### src/rtl/membus_arbiter.sv
// Two-to-one arbiter between the instruction-fetch and data buses onto one memory bus.
// Tracks the single outstanding request so each response goes back to the master that issued it.
module membus_arbiter #(
  parameter int DATA_WIDTH   = 32,
  parameter int ADDR_WIDTH   = 32,
  parameter int STARVE_LIMIT = 4
) (
  input  logic                    clk,
  input  logic                    rst,
  // instruction-fetch bus
  input  logic                    i_ibus_valid,
  output logic                    o_ibus_ready,
  input  logic [ADDR_WIDTH-1:0]   i_ibus_addr,
  input  logic                    i_ibus_wen,
  input  logic [DATA_WIDTH-1:0]   i_ibus_wdata,
  input  logic [DATA_WIDTH/8-1:0] i_ibus_wmask,
  output logic [DATA_WIDTH-1:0]   o_ibus_rdata,
  output logic                    o_ibus_rvalid,
  // data bus
  input  logic                    i_dbus_valid,
  output logic                    o_dbus_ready,
  input  logic [ADDR_WIDTH-1:0]   i_dbus_addr,
  input  logic                    i_dbus_wen,
  input  logic [DATA_WIDTH-1:0]   i_dbus_wdata,
  input  logic [DATA_WIDTH/8-1:0] i_dbus_wmask,
  output logic [DATA_WIDTH-1:0]   o_dbus_rdata,
  output logic                    o_dbus_rvalid,
  // shared memory bus
  output logic                    o_mem_valid,
  input  logic                    i_mem_ready,
  output logic [ADDR_WIDTH-1:0]   o_mem_addr,
  output logic                    o_mem_wen,
  output logic [DATA_WIDTH-1:0]   o_mem_wdata,
  output logic [DATA_WIDTH/8-1:0] o_mem_wmask,
  input  logic [DATA_WIDTH-1:0]   i_mem_rdata,
  input  logic                    i_mem_rvalid,
  output logic                    err
);

  typedef enum logic [1:0] {OWN_IDLE, OWN_I, OWN_D} owner_t;
  typedef enum logic [1:0] {LOCK_NONE, LOCK_I, LOCK_D} lock_t;

  localparam logic [3:0] LIMIT = 4'(STARVE_LIMIT);

  owner_t     r_owner, w_owner_next;
  lock_t      r_lock, w_lock_next;
  logic [3:0] r_starve, w_starve_next;
  logic       r_err, w_err_next;

  logic w_grant_i, w_grant_d, w_can_issue, w_mem_valid, w_accept;

  always_ff @(posedge clk) begin
    if (rst) begin
      r_owner  <= OWN_IDLE;
      r_lock   <= LOCK_NONE;
      r_starve <= 4'd0;
      r_err    <= 1'b0;
    end else begin
      r_owner  <= w_owner_next;
      r_lock   <= w_lock_next;
      r_starve <= w_starve_next;
      r_err    <= w_err_next;
    end
  end

  // A locked request keeps its grant so fields never change before acceptance.
  always_comb begin
    w_grant_i = 1'b0;
    w_grant_d = 1'b0;
    if (r_lock == LOCK_I) begin
      w_grant_i = 1'b1;
    end else if (r_lock == LOCK_D) begin
      w_grant_d = 1'b1;
    end else if (i_ibus_valid && i_dbus_valid) begin
      if (r_starve == LIMIT) w_grant_i = 1'b1;
      else                   w_grant_d = 1'b1;
    end else if (i_ibus_valid) begin
      w_grant_i = 1'b1;
    end else if (i_dbus_valid) begin
      w_grant_d = 1'b1;
    end
  end

  assign w_can_issue = (r_owner == OWN_IDLE) || i_mem_rvalid;
  assign w_mem_valid = !rst && w_can_issue &&
                       ((w_grant_i && i_ibus_valid) || (w_grant_d && i_dbus_valid));
  assign w_accept    = w_mem_valid && i_mem_ready;

  always_comb begin
    o_mem_addr  = '0;
    o_mem_wen   = 1'b0;
    o_mem_wdata = '0;
    o_mem_wmask = '0;
    if (w_mem_valid) begin
      if (w_grant_i) begin
        o_mem_addr  = i_ibus_addr;
        o_mem_wen   = i_ibus_wen;
        o_mem_wdata = i_ibus_wdata;
        o_mem_wmask = i_ibus_wmask;
      end else begin
        o_mem_addr  = i_dbus_addr;
        o_mem_wen   = i_dbus_wen;
        o_mem_wdata = i_dbus_wdata;
        o_mem_wmask = i_dbus_wmask;
      end
    end
  end

  assign o_mem_valid   = w_mem_valid;
  assign o_ibus_ready  = !rst && w_can_issue && i_mem_ready && w_grant_i;
  assign o_dbus_ready  = !rst && w_can_issue && i_mem_ready && w_grant_d;
  assign o_ibus_rdata  = i_mem_rdata;
  assign o_dbus_rdata  = i_mem_rdata;
  assign o_ibus_rvalid = !rst && i_mem_rvalid && (r_owner == OWN_I);
  assign o_dbus_rvalid = !rst && i_mem_rvalid && (r_owner == OWN_D);
  assign err           = r_err;

  // Response in the same cycle as a new acceptance still routes to the old owner.
  always_comb begin
    w_owner_next  = r_owner;
    w_lock_next   = r_lock;
    w_starve_next = r_starve;
    w_err_next    = r_err;

    if (w_accept) begin
      w_owner_next = w_grant_i ? OWN_I : OWN_D;
    end else if (i_mem_rvalid) begin
      w_owner_next = OWN_IDLE;
    end

    if (w_accept) begin
      w_lock_next = LOCK_NONE;
    end else if (w_mem_valid) begin
      w_lock_next = w_grant_i ? LOCK_I : LOCK_D;
    end

    if (!i_ibus_valid || (w_accept && w_grant_i)) begin
      w_starve_next = 4'd0;
    end else if (w_accept && w_grant_d && (r_starve < LIMIT)) begin
      w_starve_next = r_starve + 4'd1;
    end

    if (i_mem_rvalid && (r_owner == OWN_IDLE)) begin
      w_err_next = 1'b1;
    end
  end

endmodule

### config.mk
export PLATFORM = sky130hd
export DESIGN_NAME = membus_arbiter
export DESIGN_NICKNAME = d
export VERILOG_FILES = /design/src/rtl/membus_arbiter.sv
export SDC_FILE = /design/constraint.sdc
export NUM_CORES = 1
export LEC_CHECK = 0
export ABC_AREA = 1
export BUFFER_PORTS_ARGS = -buffer_cell sky130_fd_sc_hd__buf_4
export CORE_AREA = 2 2 122 124
export CTS_CLUSTER_SIZE = 10
export DETAILED_ROUTE_END_ITERATION = 10
export DIE_AREA = 0 0 124 126
export GPL_TIMING_DRIVEN = 0
export PLACE_DENSITY = 0.54
export SETUP_SLACK_MARGIN = 0.5
export SYNTH_ARGS = -nofsm -noshare
export SYNTH_HDL_FRONTEND = slang
export SYNTH_SLANG_ARGS = --single-unit
### constraint.sdc
create_clock -name clk -period 2.3 [get_ports clk]
set_input_delay 0.345 -clock clk [delete_from_list [all_inputs] [get_ports clk]]
set_output_delay 0.345 -clock clk [all_outputs]
set_load 0.03 [all_outputs]
* After elaboration in Yosys (flattened, before gate mapping) *
Cells that the tools add are included.

word-level totals
  register bits = 9
  input bits = 176
  output and inout port bits = 139
  logic and storage cells = 58

operators by class
  add/subtract/negate cells = 1
  magnitude comparators = 1
  eq/ne operators = 5
  multiplexer cells = 22
  reductions and logical operators = 25

operator list
  kind                                                  count
  two-way mux 32 bit                                    4
  logical AND 1 bit                                     16
  two-way mux 1 bit                                     13
  two-way mux 4 bit                                     2
  two-way mux 2 bit                                     3
  adder 4 x 1 -> 4 bit (second input constant)          1
  equality test 2 x 1 -> 1 bit (second input constant)  2
  equality test 2 bit (second input constant)           2
  equality test 4 x 3 -> 1 bit (second input constant)  1
  < comparator 4 x 3 -> 1 bit (second input constant)   1
  OR reduction 2 bit                                    2
  logical OR 1 bit                                      3
  zero test 1 bit                                       2
  zero test 2 bit                                       1
  nonzero test 2 bit                                    1

* Logic depth before layout (Yosys ltp) *
Gate-level depths: netlist (run 1).

  word-level depth = 12
  depth in mapped cells = 13
  gate-level depth less buffers = 13

* Worst setup path after synthesis (run 1) *
OpenSTA, ideal clock, no wires.

  path type = reg2out
  from = register r_starve[0]
  to = output o_mem_addr[11]
  arrival = 1782 ps
  required time = 1955 ps
  path slack = 173 ps
  stages on the path, launching flop included = 11
  path buffers = 1
  cells stage by stage = dfxtp_1 > inv_1 > ha_1 > inv_1 > nor2_1 > nand2_1 > nand2_2 > nand2_2 > clkbuf_1 > nand2_1 > a21oi_1

on the way
  longest elaborated chain between the ends = 9
  elaborated cells between the ends (all ways) = 15
  those cells by class = 1 x eq/ne; 10 x mux; 4 x reduce/logical

ends and longest elaborated chain
  what                              line  text
  start, declared                   47    logic [3:0] r_starve, w_starve_next;
  start signal, assigned            61    r_starve <= w_starve_next;
  equality test 4 x 3 -> 1 bit (*)  75    if (r_starve == LIMIT) w_grant_i = 1'b1;
  two-way mux 1 bit                 75
  two-way mux 1 bit                 74    end else if (i_ibus_valid && i_dbus_valid) begin
  two-way mux 1 bit                 72    end else if (r_lock == LOCK_D) begin
  two-way mux 1 bit                 70    if (r_lock == LOCK_I) begin
  logical AND 1 bit                 86    ((w_grant_i && i_ibus_valid) || (w_grant_d && i_dbus_valid));
  logical OR 1 bit                  86
  logical AND 1 bit                 85    assign w_mem_valid = !rst && w_can_issue &&
  two-way mux 32 bit (*)            94    if (w_mem_valid) begin
  end, declared                     31    output logic [ADDR_WIDTH-1:0] o_mem_addr,

Every way passes the cells marked *; elsewhere a longest branch is shown, timed or not.

* Final worst setup path (run 1) *
  from = register r_lock[1]
  to = output o_mem_addr[31]

on the way
  longest elaborated chain between the ends = 7
  elaborated cells between the ends (all ways) = 12
  those cells by class = 2 x eq/ne; 6 x mux; 4 x reduce/logical

ends and longest elaborated chain
  what                    line  text
  start, declared         46    lock_t r_lock, w_lock_next;
  start signal, assigned  60    r_lock <= w_lock_next;
  equality test 2 bit     72
  two-way mux 1 bit       72
  two-way mux 1 bit       70
  logical AND 1 bit       86
  logical OR 1 bit        86
  logical AND 1 bit       85
  two-way mux 32 bit (*)  94

Marks and branches as above.

==> qor.yml, run 1 <==
max_freq_mhz: 442
synth_top_family_by_area: "simple AND/OR/NAND/NOR gates"
max-vdd-ir-drop_mv: 0.350
p_per_area_nw_per_um2: 355
place_inst: 849
start_util: 0.164
cp_slowest_cell: "dfxtp_1"
dp_hpwl_mm: 9.73
end_kind: "output port"
maxCapViolCount: 0
io_pins: 315
syn_area_per_cell_um2: 6.12
wirelength_mm: 13.1
fp.dieH_um: 126
hold_slack_ps: 284
hold_violations: 0
seq_area_frac_synth: 0.0769
leakage_nw: 3.02
drt_pre_antenna_iters: 4
critPathBufInv: 5
grtUsageTotal: 0.148
antenna_left: 0
required_ps: 1960
final_common_cell: "buf_4"
dr_total_vias: 3770
cp_max_fo: 7
cp-startpoint: "r_lock[1]"
clk_path_buf_depth: 2
wl_per_cell_um: 14.9
synthSimpleGateAreaFrac: 0.350
clk_pin_slew_worst_paths_ps: 40
diodes: 0
syn_inst: 383
grt_pass1_vias: 3775
die_width_um: 124
min_path_type: "input pin to register"
synth_fa_ha_area_frac: 0.0107
drive_gt1_frac: 0.750
slowest_delay_ps: 310
via_per_inst: 4.26
yosys-top-cells-area: "a21oi_2 (22%), buf_4 (21%), nand2_1 (16%)"
worstSetupPathType: "register to output port"
routabilityCongestion: 0.800
core-area_um2: 14300
nNetsFinal: 879
ys_warn_count: 0
nFillCells: 1369
antenna_found_initial: 0
finalCriticalPeriod_ps: 2260
syn-num-nets: 561
start_kind: "register"
cts_inserted_buffers: 3
h-tree-depth: 1
cts_tree: "built"
grt_max_degree: 11
fin_skew_ps: 2.41
cp_top_family: "buffers and inverters"
power_w: 0.00234
grt_first_pass_wirelength_mm: 18.5
r2r_start: "r_starve[1]"
grt_overflow: 0
setup_tns_ps: 0
slew_headroom: 0.705
fin_cells: 884
crit_arrival_ps: 1920
port-buffer-count: 282
synth_top_area_cell: "a21oi_2"
netlist_area_um2: 2340
fin_crit_sh: 0.984
outcome: "finished, final reports clean"
synthDistinctLibCells: 18
setup_viol: 0
drtIter0Drc: 72
num_rows: 44
tightest_slew_ps: 443
die-area_um2: 15600
layout_common_cells: "buf_4 (282), nand2_1 (84), buf_6 (79), a21oi_4 (67), nand3_1 (56)"
cts_root_buffer: "clkbuf_16"
post_synth_xor_area_fraction: 0
synth-compound-area-share: 0.261
postLayoutCoreUtil: 0.460
area_delta_synth_final_pct: 181
crit_chain: "inv_2 -> or2_1 -> buf_8 -> nand2_4 -> nand2_4 -> nand2_8 -> nand2_8 -> buf_12 -> buf_12 -> a21oi_4 -> buf_6"
clock_sinks: 9
drv_slew: 0
drc: 0
clock_latency_ps: 230
synth_top_area_share: 0.224
synthMuxAreaShare: 0
hp-start: "rst"
rsz0062_at_grt: "yes"
ys_ff_latch: 9
timing repair:
item,CTS,global route
pin swaps,9,12
setup buffers,17,1
resized for setup,177,57
hold buffers,0,0
cloned,8,5
endpoints found under the setup margin,80,76
report_power, final:
group / total (W) / internal [W] / switching [W] / leakage, nW
Clock: 0.000307 / 0.000232 / 0.0000753 / 0.0382
Combinational: 0.00186 / 0.000888 / 0.000975 / 2.91
Sequential: 0.000166 / 0.000163 / 0.00000326 / 0.0742
cell families (layout without fill, tap and decap cells):
family          after synthesis  in the layout
simple gates                187            189
buf+inv                     108            423
compound gates               77             77
flops                         9              9
fa+ha+maj                     2              2
layer usage:
| layer | part of all wire | track usage | up-vias |
|---|---|---|---|
| met1 | 0.38 | 0.168 | 1712 |
| met2 | 0.52 | 0.288 | 204 |
| met5 | 0 | 0 | - |
| li1 | - | - | 1846 |
| met4 | 0.0050 | 0.0112 | 0 |
| met3 | 0.096 | 0.0326 | 8 |
area by class of cell:
type	instances	area (µm²)	share of cell area
repair buffers	311	2900	0.440
multi-input cells	268	2260	0.343
plain buffers	93	877	0.133
well taps	184	230	0.0350
flip-flops and latches	9	183	0.0277
clock buffers	4	78.8	0.0120
inverters	15	60.1	0.00912
through the flow:
stage / setup slack (ps) / area, µm²
5_1_grt: -52.1 / 6590
2_1_floorplan: 368 / 2650
6_report: 36.7 / 6590
4_1_cts: 4.49 / 6230
3_3_place_gp: -271 / 5000
3_5_place_dp: -313 / 5000
synthesized netlist by cell type:
cell type and number:
inv_1 14, a21oi_2 60, nand2_4 2, nand2_1 98
nor3_1 1, nand3b_1 1, dfxtp_1 9, inv_2 1
buf_2 4, buf_4 65, nand3_1 73, or2_1 1
a21oi_1 17, nor2_1 9, nand2_2 2, ha_1 2
buf_6 7, clkbuf_1 17
path summary, 6_finish.rpt:
path	cells past startpoint	end	slack [ps]
hold reg to reg	2	r_starve[3]	450
setup reg to reg	13	r_starve[1]	630
setup / recovery	11	o_mem_addr[31]	40
hold / removal	2	r_owner[0]	280
worst register-to-register path: cells and delay by family, from the launching register on:
family | cells | cell delay, ps
flip-flops | 1 | 320
AO/OA/AOI/OAI | 1 | 50
AND/OR/NAND/NOR | 7 | 690
buffers and inverters | 4 | 370
adder cells (fa/ha/maj) | 1 | 130
registers in the layout, indices dropped and copies added, names as in the netlist:
name	flops
r_starve	4
r_lock	2
r_owner	2
err	1
No activity file was read; power rests on OpenSTA's default activity.
==> run 2: changes to the inputs <==
REMOVE_ABC_BUFFERS = 1   (was not set)
==> run 2 against run 1 <==
Compared with the run above:
- first-iteration DRC count is 54% higher
- largest cell class is now multi-input gates
- critical path depth is 3 higher
- non-clock buffer count decreased by 151
- combinational power down 16%
==> qor.yml, run 2 (synthesized netlist as in run 1, its figures left out) <==
crit_chain: "inv_2 -> ha_4 -> inv_2 -> nor2_4 -> nand2_4 -> nand2_2 -> nand2_2 -> nand2_4 -> nand2_8 -> buf_12 -> nand2_8 -> buf_12 -> a21oi_4 -> buf_6"  # was inv_2 -> or2_1 -> buf_8 -> nand2_4 -> nand2_4 -> nand2_8 -> nand2_8 -> buf_12 -> buf_12 -> a21oi_4 -> buf_6
reg2reg_depth: 16  # was 13
finalCriticalPeriod_ps: 2290  # was 2260 ps
r2r_slack_ps: 460  # was 630 ps
seq_area_um2: 186  # was 183 µm²
crit_arrival_ps: 1940  # was 1920 ps
port-buffer-count: 218  # was 282
fin_skew_ps: 3.86  # was 2.41 ps
maxCapViolCount: 0  # unchanged
r2r_end: "r_lock[1]"  # was r_starve[1]
drt_pre_antenna_iters: 4  # unchanged
io_pins: 315  # unchanged
dp_hpwl_mm: 8.40  # was 9.73 mm
nNetsFinal: 750  # was 879
clock_latency_ps: 230  # about the same
top_regs: "r_starve (4), r_lock (2), r_owner (2)"  # unchanged
fin_crit_sh: 0.995  # was 0.984
antenna_left: 0  # unchanged
num_rows: 44  # unchanged
slowest_delay_ps: 320  # was 310 ps
die_width_um: 124  # unchanged
grtUsageTotal: 0.205  # was 0.148
fp.dieH_um: 126  # unchanged
diodes: 0  # unchanged
grt_pass1_vias: 3386  # was 3775
rsz0062_at_grt: "yes"  # unchanged
cts_root_buffer: "clkbuf_16"  # unchanged
largest_reg_flops: 4  # unchanged
worstSetupPathType: "register to output port"  # unchanged
regMostFlops: "r_starve"  # unchanged
hold_violations: 0  # unchanged
start_kind: "register"  # unchanged
wl_per_cell_um: 24.6  # was 14.9 µm
r2r_start: "r_starve[0]"  # was r_starve[1]
min_path_type: "input pin to register"  # unchanged
via_per_inst: 4.68  # was 4.26
drv_slew: 0  # unchanged
cp_max_fo: 8  # was 7
max-vdd-ir-drop_mv: 0.436  # was 0.350 mV
die-area_um2: 15600  # unchanged
antenna_found_initial: 0  # unchanged
dr_total_vias: 3537  # was 3770
h-tree-depth: 1  # unchanged
routabilityCongestion: 0.709  # was 0.800
grt_overflow: 0  # unchanged
cts_tree: "built"  # unchanged
slew_headroom: 0.648  # was 0.705
layout_common_cells: "buf_4 (163), nand2_1 (80), buf_6 (79), nand3_1 (72), a21oi_4 (46)"  # was buf_4 (282), nand2_1 (84), buf_6 (79), a21oi_4 (67), nand3_1 (56)
drc: 0  # unchanged
start_util: 0.164  # unchanged
setup_viol: 0  # unchanged
drive_gt1_frac: 0.688  # was 0.750
max_freq_mhz: 437  # was 442 MHz
grt_first_pass_wirelength_mm: 22.9  # was 18.5 mm
dp_slack_ps: -1890  # was -313 ps
dpl_cell_area_um2: 3560  # was 5000 µm²
area_delta_synth_final_pct: 129  # was 181%
cp-startpoint: "r_starve[0]"  # was r_lock[1]
outcome: "finished, final reports clean"  # unchanged
clock_sinks: 9  # unchanged
grt_max_degree: 37  # was 11
hold_slack_ps: 295  # was 284 ps
final_common_cell: "buf_4"  # unchanged
tightest_slew_ps: 528  # was 443 ps
p_per_area_nw_per_um2: 379  # was 355 nW/µm²
wirelength_mm: 18.6  # was 13.1 mm
cts_hold_buffers: 0  # unchanged
leakage_nw: 2.28  # was 3.02 nW
cp_slowest_cell: "dfxtp_2"  # was dfxtp_1
end_kind: "output port"  # unchanged
drtIter0Drc: 111  # was 72
multi_input_area_um2: 2460  # was 2260 µm²
fin_cells: 755  # was 884
fin_area_um2: 5360  # was 6590 µm²
setup_ws_ps: 11.5  # was 36.7 ps
required_ps: 1960  # about the same
clk_path_buf_depth: 2  # unchanged
nFillCells: 1448  # was 1369
setup_tns_ps: 0  # unchanged
clk_pin_slew_worst_paths_ps: 40  # about the same
core-area_um2: 14300  # unchanged
crit_path_end: "o_mem_wdata[30]"  # was o_mem_addr[31]
cts_inserted_buffers: 3  # unchanged
place_inst: 692  # was 849
-- run 2: cell types whose count changed in the layout (fill, tap and decap cells not counted), sizes merged --
| cell | before | now |
|---|---|---|
| buf | 386 | 253 |
| nand2 | 104 | 124 |
| clkbuf | 22 | 4 |
| or2 | 1 | 3 |
-- run 2: worst min path at each step --
stage	start	cells past startpoint	slack [ps]	to
global route	rst	2	300	r_owner[0]
global placement	r_starve[3]	2	440	r_starve[3]
finish	rst	2	290	r_owner[0]
floorplan	rst	1	410	r_owner[0]
CTS	rst	2	290	r_owner[0]
detailed placement	r_starve[3]	2	440	r_starve[3]
-- run 2: final cells by class --
type	instances	area share
inverter	15	0.0117
clock buffer	4	0.0147
sequential	9	0.0348
tap	184	0.0430
timing repair buffer	253	0.437
multi-input combinational	290	0.459
-- run 2: critical path: cells and delay by family, from the launching register on --
| family | cells | cell delay (ps) |
|---|---|---|
| and+or+nand+nor | 7 | 540 |
| adders and majority gates | 1 | 140 |
| buffers and inverters | 5 | 580 |
| DFF | 1 | 320 |
| AOI/OAI and AO/OA | 1 | 130 |
-- run 2: timing repair --
item,4_1_cts,5_1_grt
resized for setup,149,66
pin swaps,15,8
setup endpoints to repair,80,78
gates cloned,17,7
setup buffers,27,8
hold endpoints to repair,0,0
-- run 2: stage by stage --
step                      power, W   util
after global routing       0.00213  0.374
after CTS                  0.00186  0.335
after global placement     0.00110  0.249
after detailed placement   0.00110  0.249
final                      0.00203  0.374
after floorplan           0.000675      -
-- run 2: where the power goes --
group | total (W) | switching (W) | internal (W) | leakage, nW
sequential | 0.000167 | 0.00000478 | 0.000162 | 0.0750
clock | 0.000304 | 0.0000726 | 0.000231 | 0.0382
combinational | 0.00156 | 0.000916 | 0.000647 | 2.17
total | 0.00203 | 0.000993 | 0.00104 | 2.28
-- run 2: per-layer routing --
layer	share of wire	GRT usage	vias to the layer above	wire, µm
li1	-	-	1621	-
met1	0.41	0.252	1662	7590
met2	0.46	0.341	236	8600
met3	0.11	0.0856	14	2060
met4	0.013	0.0178	4	245
met5	0.0051	0.0658	-	95
